File: config.mk
export PLATFORM = sky130hd
export DESIGN_NAME = bitblade_fusion_pe
export DESIGN_NICKNAME = d
export VERILOG_FILES = /design/src/rtl/bitblade_pkg.sv /design/src/rtl/bb_mul2x2.sv /design/src/rtl/bitblade_fusion_pe.sv
export SDC_FILE = /design/constraint.sdc
export NUM_CORES = 2
export LEC_CHECK = 0
export ABC_AREA = 1
export CAP_MARGIN = 20
export CORE_MARGIN = 1.5
export CORE_UTILIZATION = 50
export DETAILED_ROUTE_END_ITERATION = 10
export PLACE_DENSITY_LB_ADDON = 0.08
export SYNTH_ARGS = -nofsm -noshare
export SYNTH_HDL_FRONTEND = slang
export SYNTH_SLANG_ARGS = --single-unit
File: constraint.sdc
create_clock -name clk -period 53.8 [get_ports clk]
set_input_delay 10.76 -clock clk [delete_from_list [all_inputs] [get_ports clk]]
set_output_delay 10.76 -clock clk [all_outputs]
set_load 0.005 [all_outputs]
File: src/rtl/bitblade_pkg.sv
// Shared encodings for the BitBlade fusion PE: precision modes and chunk geometry.
// Latency: n/a (types, constants and pure functions only).
// Backpressure: n/a.
package bitblade_pkg;

  // Each 8-bit element is split into four 2-bit chunks.
  localparam int CHUNK_W = 2;
  localparam int CHUNKS  = 4;

  typedef enum logic [1:0] {
    MODE_2B = 2'b00,
    MODE_4B = 2'b01,
    MODE_8B = 2'b10
  } mode_e;

  // The reserved encoding 2'b11 behaves as full 8-bit precision.
  function automatic mode_e norm_mode(input logic [1:0] m);
    return (m == 2'b11) ? MODE_8B : mode_e'(m);
  endfunction

  // A chunk carries the sign only when it is the top chunk of its element:
  // every chunk in 2b mode, chunks 1 and 3 in 4b mode, chunk 3 in 8b mode.
  function automatic logic chunk_is_msb(input mode_e m, input int idx);
    case (m)
      MODE_2B: return 1'b1;
      MODE_4B: return (idx % 2) == 1;
      default: return idx == (CHUNKS - 1);
    endcase
  endfunction

endpackage

File: src/rtl/bb_mul2x2.sv
// Signed/unsigned 2b x 2b multiplier producing a 6-bit two's-complement product.
// Latency: combinational.
// Backpressure: none (pure datapath).
// Ports: i_a/i_b operand chunks, i_a_sgn/i_b_sgn treat the operand as signed, o_p product.
module bb_mul2x2
  import bitblade_pkg::*;
(
  input  logic [CHUNK_W-1:0]          i_a,
  input  logic [CHUNK_W-1:0]          i_b,
  input  logic                        i_a_sgn,
  input  logic                        i_b_sgn,
  output logic signed [3*CHUNK_W-1:0] o_p
);

  logic signed [3*CHUNK_W-1:0] w_a;
  logic signed [3*CHUNK_W-1:0] w_b;

  // Extend to the product width so the low bits of the product are exact.
  assign w_a = {{(2*CHUNK_W){i_a_sgn & i_a[CHUNK_W-1]}}, i_a};
  assign w_b = {{(2*CHUNK_W){i_b_sgn & i_b[CHUNK_W-1]}}, i_b};
  assign o_p = w_a * w_b;

endmodule

File: src/rtl/bitblade_fusion_pe.sv
// Bit-fusion dot-product PE: 2/4/8-bit lane products fused per beat and accumulated per group.
// Latency: result on out_acc three rising edges after the last beat is accepted (S1 pp, S2 beat sum, S3 acc).
// Backpressure: out_valid && !out_ready freezes S1-S3 and drops in_ready.
// Ports: in_valid/in_ready/in_last beat handshake; act/wgt packed lanes; sign_i/sign_w/mode per-beat
//        format; out_valid/out_ready result handshake; out_acc group sum; out_sat saturation flag.
// Config macro: BB_ACC_SAT_EN selects saturating accumulation (otherwise wrap, out_sat tied 0).
module bitblade_fusion_pe
  import bitblade_pkg::*;
#(
  parameter int LANES = 4,
  parameter int ACC_W = 32
) (
  input  logic               clk,
  input  logic               rst_n,
  input  logic               in_valid,
  output logic               in_ready,
  input  logic               in_last,
  input  logic [8*LANES-1:0] act,
  input  logic [8*LANES-1:0] wgt,
  input  logic               sign_i,
  input  logic               sign_w,
  input  logic [1:0]         mode,
  output logic               out_valid,
  input  logic               out_ready,
  output logic [ACC_W-1:0]   out_acc,
  output logic               out_sat
);

  localparam int PP_W   = 3 * CHUNK_W;
  // 18 bits hold any single 8b x 8b lane product in any sign combination.
  localparam int LANE_W = 18;
  localparam int BEAT_W = LANE_W + $clog2(LANES) + 1;

  logic w_stall;
  logic w_accept;
  mode_e w_mode;
  logic [CHUNKS-1:0] w_a_sgn;
  logic [CHUNKS-1:0] w_b_sgn;
  logic signed [PP_W-1:0] w_pp [LANES][CHUNKS][CHUNKS];

  logic signed [PP_W-1:0] r_pp [LANES][CHUNKS][CHUNKS];
  logic  r_s1_vld;
  logic  r_s1_last;
  mode_e r_s1_mode;

  logic signed [BEAT_W-1:0] w_term;
  logic signed [BEAT_W-1:0] w_beat;
  logic                     r_s2_vld;
  logic                     r_s2_last;
  logic signed [BEAT_W-1:0] r_s2_beat;

  logic signed [ACC_W-1:0] w_res;
  logic signed [ACC_W-1:0] r_acc;
  logic        [ACC_W-1:0] r_out_acc;
  logic                    r_out_vld;

  assign w_stall   = r_out_vld & ~out_ready;
  assign in_ready  = ~w_stall;
  assign w_accept  = in_valid & ~w_stall;
  assign w_mode    = norm_mode(mode);
  assign out_valid = r_out_vld;
  assign out_acc   = r_out_acc;

  always_comb begin
    w_a_sgn = '0;
    w_b_sgn = '0;
    for (int c = 0; c < CHUNKS; c++) begin
      w_a_sgn[c] = sign_i & chunk_is_msb(w_mode, c);
      w_b_sgn[c] = sign_w & chunk_is_msb(w_mode, c);
    end
  end

  // One multiplier per (activation chunk, weight chunk) pair in every lane.
  for (genvar l = 0; l < LANES; l++) begin : g_lane
    for (genvar i = 0; i < CHUNKS; i++) begin : g_a
      for (genvar j = 0; j < CHUNKS; j++) begin : g_w
        bb_mul2x2 u_mul (
          .i_a     (act[8*l+CHUNK_W*i +: CHUNK_W]),
          .i_b     (wgt[8*l+CHUNK_W*j +: CHUNK_W]),
          .i_a_sgn (w_a_sgn[i]),
          .i_b_sgn (w_b_sgn[j]),
          .o_p     (w_pp[l][i][j])
        );
      end
    end
  end

  // S1: partial products plus the per-beat control that travels with them.
  always_ff @(posedge clk or negedge rst_n) begin
    if (!rst_n) begin
      r_s1_vld  <= 1'b0;
      r_s1_last <= 1'b0;
      r_s1_mode <= MODE_8B;
    end else if (!w_stall) begin
      r_s1_vld  <= w_accept;
      r_s1_last <= in_last;
      r_s1_mode <= w_mode;
    end
  end

  // Partial-product data only needs capturing on an accepted beat.
  always_ff @(posedge clk) begin
    if (w_accept) begin
      r_pp <= w_pp;
    end
  end

  // Fuse partial products according to the beat's precision. In 4b mode only
  // same-nibble pairs contribute; in 2b mode only matching chunk indices do.
  always_comb begin
    w_beat = '0;
    w_term = '0;
    for (int l = 0; l < LANES; l++) begin
      for (int i = 0; i < CHUNKS; i++) begin
        for (int j = 0; j < CHUNKS; j++) begin
          w_term = BEAT_W'(r_pp[l][i][j]);
          case (r_s1_mode)
            MODE_2B: begin
              if (i == j) w_beat = w_beat + w_term;
            end
            MODE_4B: begin
              if ((i / 2) == (j / 2))
                w_beat = w_beat + (w_term <<< (CHUNK_W * ((i % 2) + (j % 2))));
            end
            default: begin
              w_beat = w_beat + (w_term <<< (CHUNK_W * (i + j)));
            end
          endcase
        end
      end
    end
  end

  // S2: fused beat sum.
  always_ff @(posedge clk or negedge rst_n) begin
    if (!rst_n) begin
      r_s2_vld  <= 1'b0;
      r_s2_last <= 1'b0;
      r_s2_beat <= '0;
    end else if (!w_stall) begin
      r_s2_vld  <= r_s1_vld;
      r_s2_last <= r_s1_last;
      r_s2_beat <= w_beat;
    end
  end

`ifdef BB_ACC_SAT_EN
  // One guard bit above the wider operand makes the overflow test exact.
  localparam int SUM_W = ((ACC_W > BEAT_W) ? ACC_W : BEAT_W) + 1;
  localparam logic signed [SUM_W-1:0] SAT_MAX = {{(SUM_W-ACC_W+1){1'b0}}, {(ACC_W-1){1'b1}}};
  localparam logic signed [SUM_W-1:0] SAT_MIN = {{(SUM_W-ACC_W+1){1'b1}}, {(ACC_W-1){1'b0}}};

  logic signed [SUM_W-1:0] w_sum;
  logic                    w_ovf;
  logic                    r_sat_grp;
  logic                    r_out_sat;

  always_comb begin
    w_sum = SUM_W'(r_acc) + SUM_W'(r_s2_beat);
    w_ovf = 1'b0;
    w_res = w_sum[ACC_W-1:0];
    if (w_sum > SAT_MAX) begin
      w_res = SAT_MAX[ACC_W-1:0];
      w_ovf = 1'b1;
    end else if (w_sum < SAT_MIN) begin
      w_res = SAT_MIN[ACC_W-1:0];
      w_ovf = 1'b1;
    end
  end

  // Saturation is sticky across the group and reported with its result.
  always_ff @(posedge clk or negedge rst_n) begin
    if (!rst_n) begin
      r_sat_grp <= 1'b0;
      r_out_sat <= 1'b0;
    end else if (!w_stall && r_s2_vld) begin
      if (r_s2_last) begin
        r_out_sat <= r_sat_grp | w_ovf;
        r_sat_grp <= 1'b0;
      end else begin
        r_sat_grp <= r_sat_grp | w_ovf;
      end
    end
  end

  assign out_sat = r_out_sat;
`else
  always_comb begin
    w_res = r_acc + ACC_W'(r_s2_beat);
  end

  assign out_sat = 1'b0;
`endif

  // S3: accumulator is kept at zero between groups, so a group's first beat
  // simply adds to zero. An unstalled cycle means any pending result was taken.
  always_ff @(posedge clk or negedge rst_n) begin
    if (!rst_n) begin
      r_acc     <= '0;
      r_out_acc <= '0;
      r_out_vld <= 1'b0;
    end else if (!w_stall) begin
      if (r_s2_vld && r_s2_last) begin
        r_out_acc <= w_res;
        r_out_vld <= 1'b1;
        r_acc     <= '0;
      end else begin
        r_out_vld <= 1'b0;
        if (r_s2_vld) r_acc <= w_res;
      end
    end
  end

endmodule

==> impl_metrics.env <==
export IMPL_status="finished clean"
export IMPL_clk_pin_slew_worst_paths_ps=60
export IMPL_min_period_ps=51440
export IMPL_vias=81800
export IMPL_ctsHoldBuffers=0
export IMPL_ys_seq_area_share_pct=15.5
export IMPL_ys_async_sr_fraction_pct=19.3
export IMPL_clock_latency_ps=670
export IMPL_netlist_instances=12500
export IMPL_start_kind="flip-flop"
export IMPL_numCtsBuffers=67
export IMPL_grt_overflow=0
export IMPL_cpMaxStageDelayCell="edfxtp_1"
export IMPL_fin_skew_ps=27.5
export IMPL_synth_warnings=0
export IMPL_relSlewSlack_pct=18.1
export IMPL_cp_end_kind="flip-flop"
export IMPL_fillers=16900
export IMPL_worst_slew_pin_slew_ps=1230
export IMPL_crit_path_max_fanout=5
export IMPL_finalHoldViolCount=0
export IMPL_syn_area_um2=89500
export IMPL_gp_congestion=0.884
export IMPL_drtPass1Iterations=6
export IMPL_grt_setup_unrepaired="yes"
export IMPL_die_x_um=426
export IMPL_synth_cell_type_count=77
export IMPL_dieArea_um2=181000
export IMPL_drive_above_1_share_pct=9.74
export IMPL_utilization_pct=56.5
export IMPL_area_delta_synth_final_pct=12.4
export IMPL_drt_wl_total_mm=256
export IMPL_setup_viol=0
export IMPL_critPathArrivalTime_ps=51990
export IMPL_htree_levels=3
export IMPL_core_um2=178000
export IMPL_drt_iter0_markers=4402
export IMPL_die_y_um=426
export IMPL_hold_depth=2
export IMPL_rows=155
export IMPL_cts_root_buffer_cell="clkbuf_16"
export IMPL_pre_cts_ws_ps=-662
export IMPL_path_depth=300
export IMPL_numPortBuffers=106
export IMPL_fmax_mhz=19.4
export IMPL_slew_violations=0
export IMPL_worstSetupPathType="reg -> reg"
export IMPL_grt_pass1_wl_mm=405
export IMPL_synth_edf_count=384
export IMPL_slowest_delay_ps=430
export IMPL_cts_num_sinks=476
export IMPL_multi_input_area_um2=70300
export IMPL_maxCapViolCount=0
export IMPL_synth_seq_cells=476
export IMPL_hp_class="reg -> reg"
export IMPL_grt_max_degree=181
export IMPL_routedWlPerCell_um=17.0
export IMPL_ys_flop_type="edfxtp_1"
export IMPL_grt_pass1_vias=78200
export IMPL_antenna_found_initial=16
export IMPL_cp_common_cell="ha_1"
export IMPL_track_usage_pct=27.4
export IMPL_period_share_pct=95.6
export IMPL_fin_ws_ps=2360
export IMPL_syn_avg_cell_area_um2=7.15
export IMPL_seqCellArea_um2=13800
export IMPL_drtAntennaViolNets=0
export IMPL_r2r_cells=300
export IMPL_start_util_pct=50.3
export IMPL_cp_required_ps=54340
export IMPL_route_detailed_drc=0
export IMPL_layout_nets=14700
export IMPL_hpwl_mm=200
export IMPL_avgViaCountPerCell=5.42
export IMPL_cts_buffer_depth=3
export IMPL_cpLargestDelayFamily="adder cells"
export IMPL_cts_tree="done"
export IMPL_path_buf_inv=39
export IMPL_pin_count=108
-- cells by family (layout without fill, tap and decap cells) --
| kind of cell | after synthesis | after routing | share of synthesized area [%] |
|---|---|---|---|
| AOI/OAI and AO/OA | 2937 | 2937 | 18.0 |
| xor gates and xnor gates | 868 | 868 | 8.53 |
| adders and majority gates | 1908 | 1908 | 29.6 |
| buffers and inverters | 2447 | 2656 | 10.3 |
| DFF | 476 | 476 | 15.5 |
| muxes | 2 | 2 | 0.0224 |
| other | 1 | 9 | 0.00419 |
| and+or+nand+nor | 3875 | 3875 | 18.1 |
-- per-layer routing --
metal / part of all wire (%) / global-route usage, %
met5: 0.011 / 0
met4: 2.4 / 6.51
met3: 3.9 / 2.47
met2: 46 / 45.8
met1: 48 / 37.9
-- synthesized netlist by cell type (all sizes together) (4+ instances only) --
| cell | number | share of area (%) |
|---|---|---|
| inv | 2162 | 9.1 |
| nand2 | 2057 | 8.7 |
| ha | 1560 | 22 |
| a21oi | 1478 | 8.3 |
| nor2 | 999 | 4.2 |
| o21ai | 918 | 5.2 |
| xor2 | 531 | 5.2 |
| nand3 | 463 | 2.7 |
| edfxtp | 384 | 13 |
| fa | 348 | 7.8 |
| xnor2 | 337 | 3.3 |
| clkbuf | 213 | 0.90 |
| or2 | 185 | 1.3 |
| o21bai | 109 | 0.91 |
| o31ai | 95 | 0.80 |
| dfrtp | 91 | 2.5 |
| a31oi | 90 | 0.63 |
| nor3 | 86 | 0.48 |
| buf | 64 | 0.32 |
| a211oi | 50 | 0.42 |
| a21o | 47 | 0.39 |
| and2 | 39 | 0.27 |
| a221oi | 23 | 0.23 |
| nand3b | 22 | 0.18 |
| o22ai | 22 | 0.15 |
| o211ai | 21 | 0.18 |
| o21a | 18 | 0.15 |
| nand4 | 17 | 0.13 |
| o221ai | 15 | 0.15 |
| a41oi | 9 | 0.088 |
| a311oi | 7 | 0.069 |
| clkinv | 7 | 0.029 |
| a21boi | 5 | 0.046 |
| a31o | 5 | 0.049 |
| a22oi | 4 | 0.034 |
-- cells in the final DEF (no fill, tap or decap), drive strengths merged, types with 23 or more instances in the layout --
cell / n
ha: 1560
o21ai: 918
a221oi: 23
a211oi: 50
buf: 263
clkbuf: 84
nor2: 999
edfxtp: 384
xor2: 531
nand2: 2057
and2: 39
fa: 348
clkdlybuf4s50: 105
nand3: 463
inv: 2166
o31ai: 95
or2: 185
a31oi: 90
dfrtp: 91
o21bai: 109
xnor2: 337
clkinv: 33
a21oi: 1478
nor3: 86
a21o: 47
-- final timing paths --
kind                                 end      start  slack (ps)
max                        r_s2_beat[20]  r_pp[382]        2360
min                             r_s2_vld   r_s1_vld         480
max reg2reg                r_s2_beat[20]  r_pp[382]        2360
min reg2reg                     r_s2_vld   r_s1_vld         480
max in group asynchronous      r_acc[18]      rst_n       42540
min in group asynchronous      out_valid      rst_n       10010
-- metrics by stage --
stage          std cells  area (µm²)  setup TNS (ps)  hold slack (ps)
2_1_floorplan      12500       89500               0              449
3_3_place_gp       14800       93100               0              466
4_1_cts            14900       95400               0              484
6_report           15100      101000               0              476
5_1_grt            15100      101000           -3630              507
3_5_place_dp       14800       93100           -1800              469
-- layout make-up --
cell class,instances,area share (%)
well taps,2355,2.93
clock inverters,34,0.316
flip-flops and latches,476,13.8
multi-input cells,9592,69.9
inverters,2170,8.13
diodes,7,0.0174
clock buffers,84,1.84
repair buffers,368,3.10
-- worst min-delay path, stage by stage (launching register included) --
cell	delay, ps
dfrtp_1	340
nand2_1	50
o21ai_0	60
-- state kept, by name, summed over array words and instances, names as in the netlist --
register,flops
r_s1_mode,2
r_s1_last,1
r_s2_beat,21
r_s2_vld,1
r_acc,32
r_pp,384
out_acc,32
r_s2_last,1
r_s1_vld,1
out_valid,1
-- what timing repair did --
| item | in CTS | in global routing |
|---|---|---|
| pin swaps | 1 | 345 |
| buffers inserted | 1 | 174 |
| endpoints found under the setup margin | 4 | 12 |
| gates resized for setup | 20 | 874 |
| endpoints found under the hold margin | 0 | 0 |
Power is left out: the tool's default activity adds up to more than one toggle a clock period on the data nets, which glitch-free logic cannot reach.
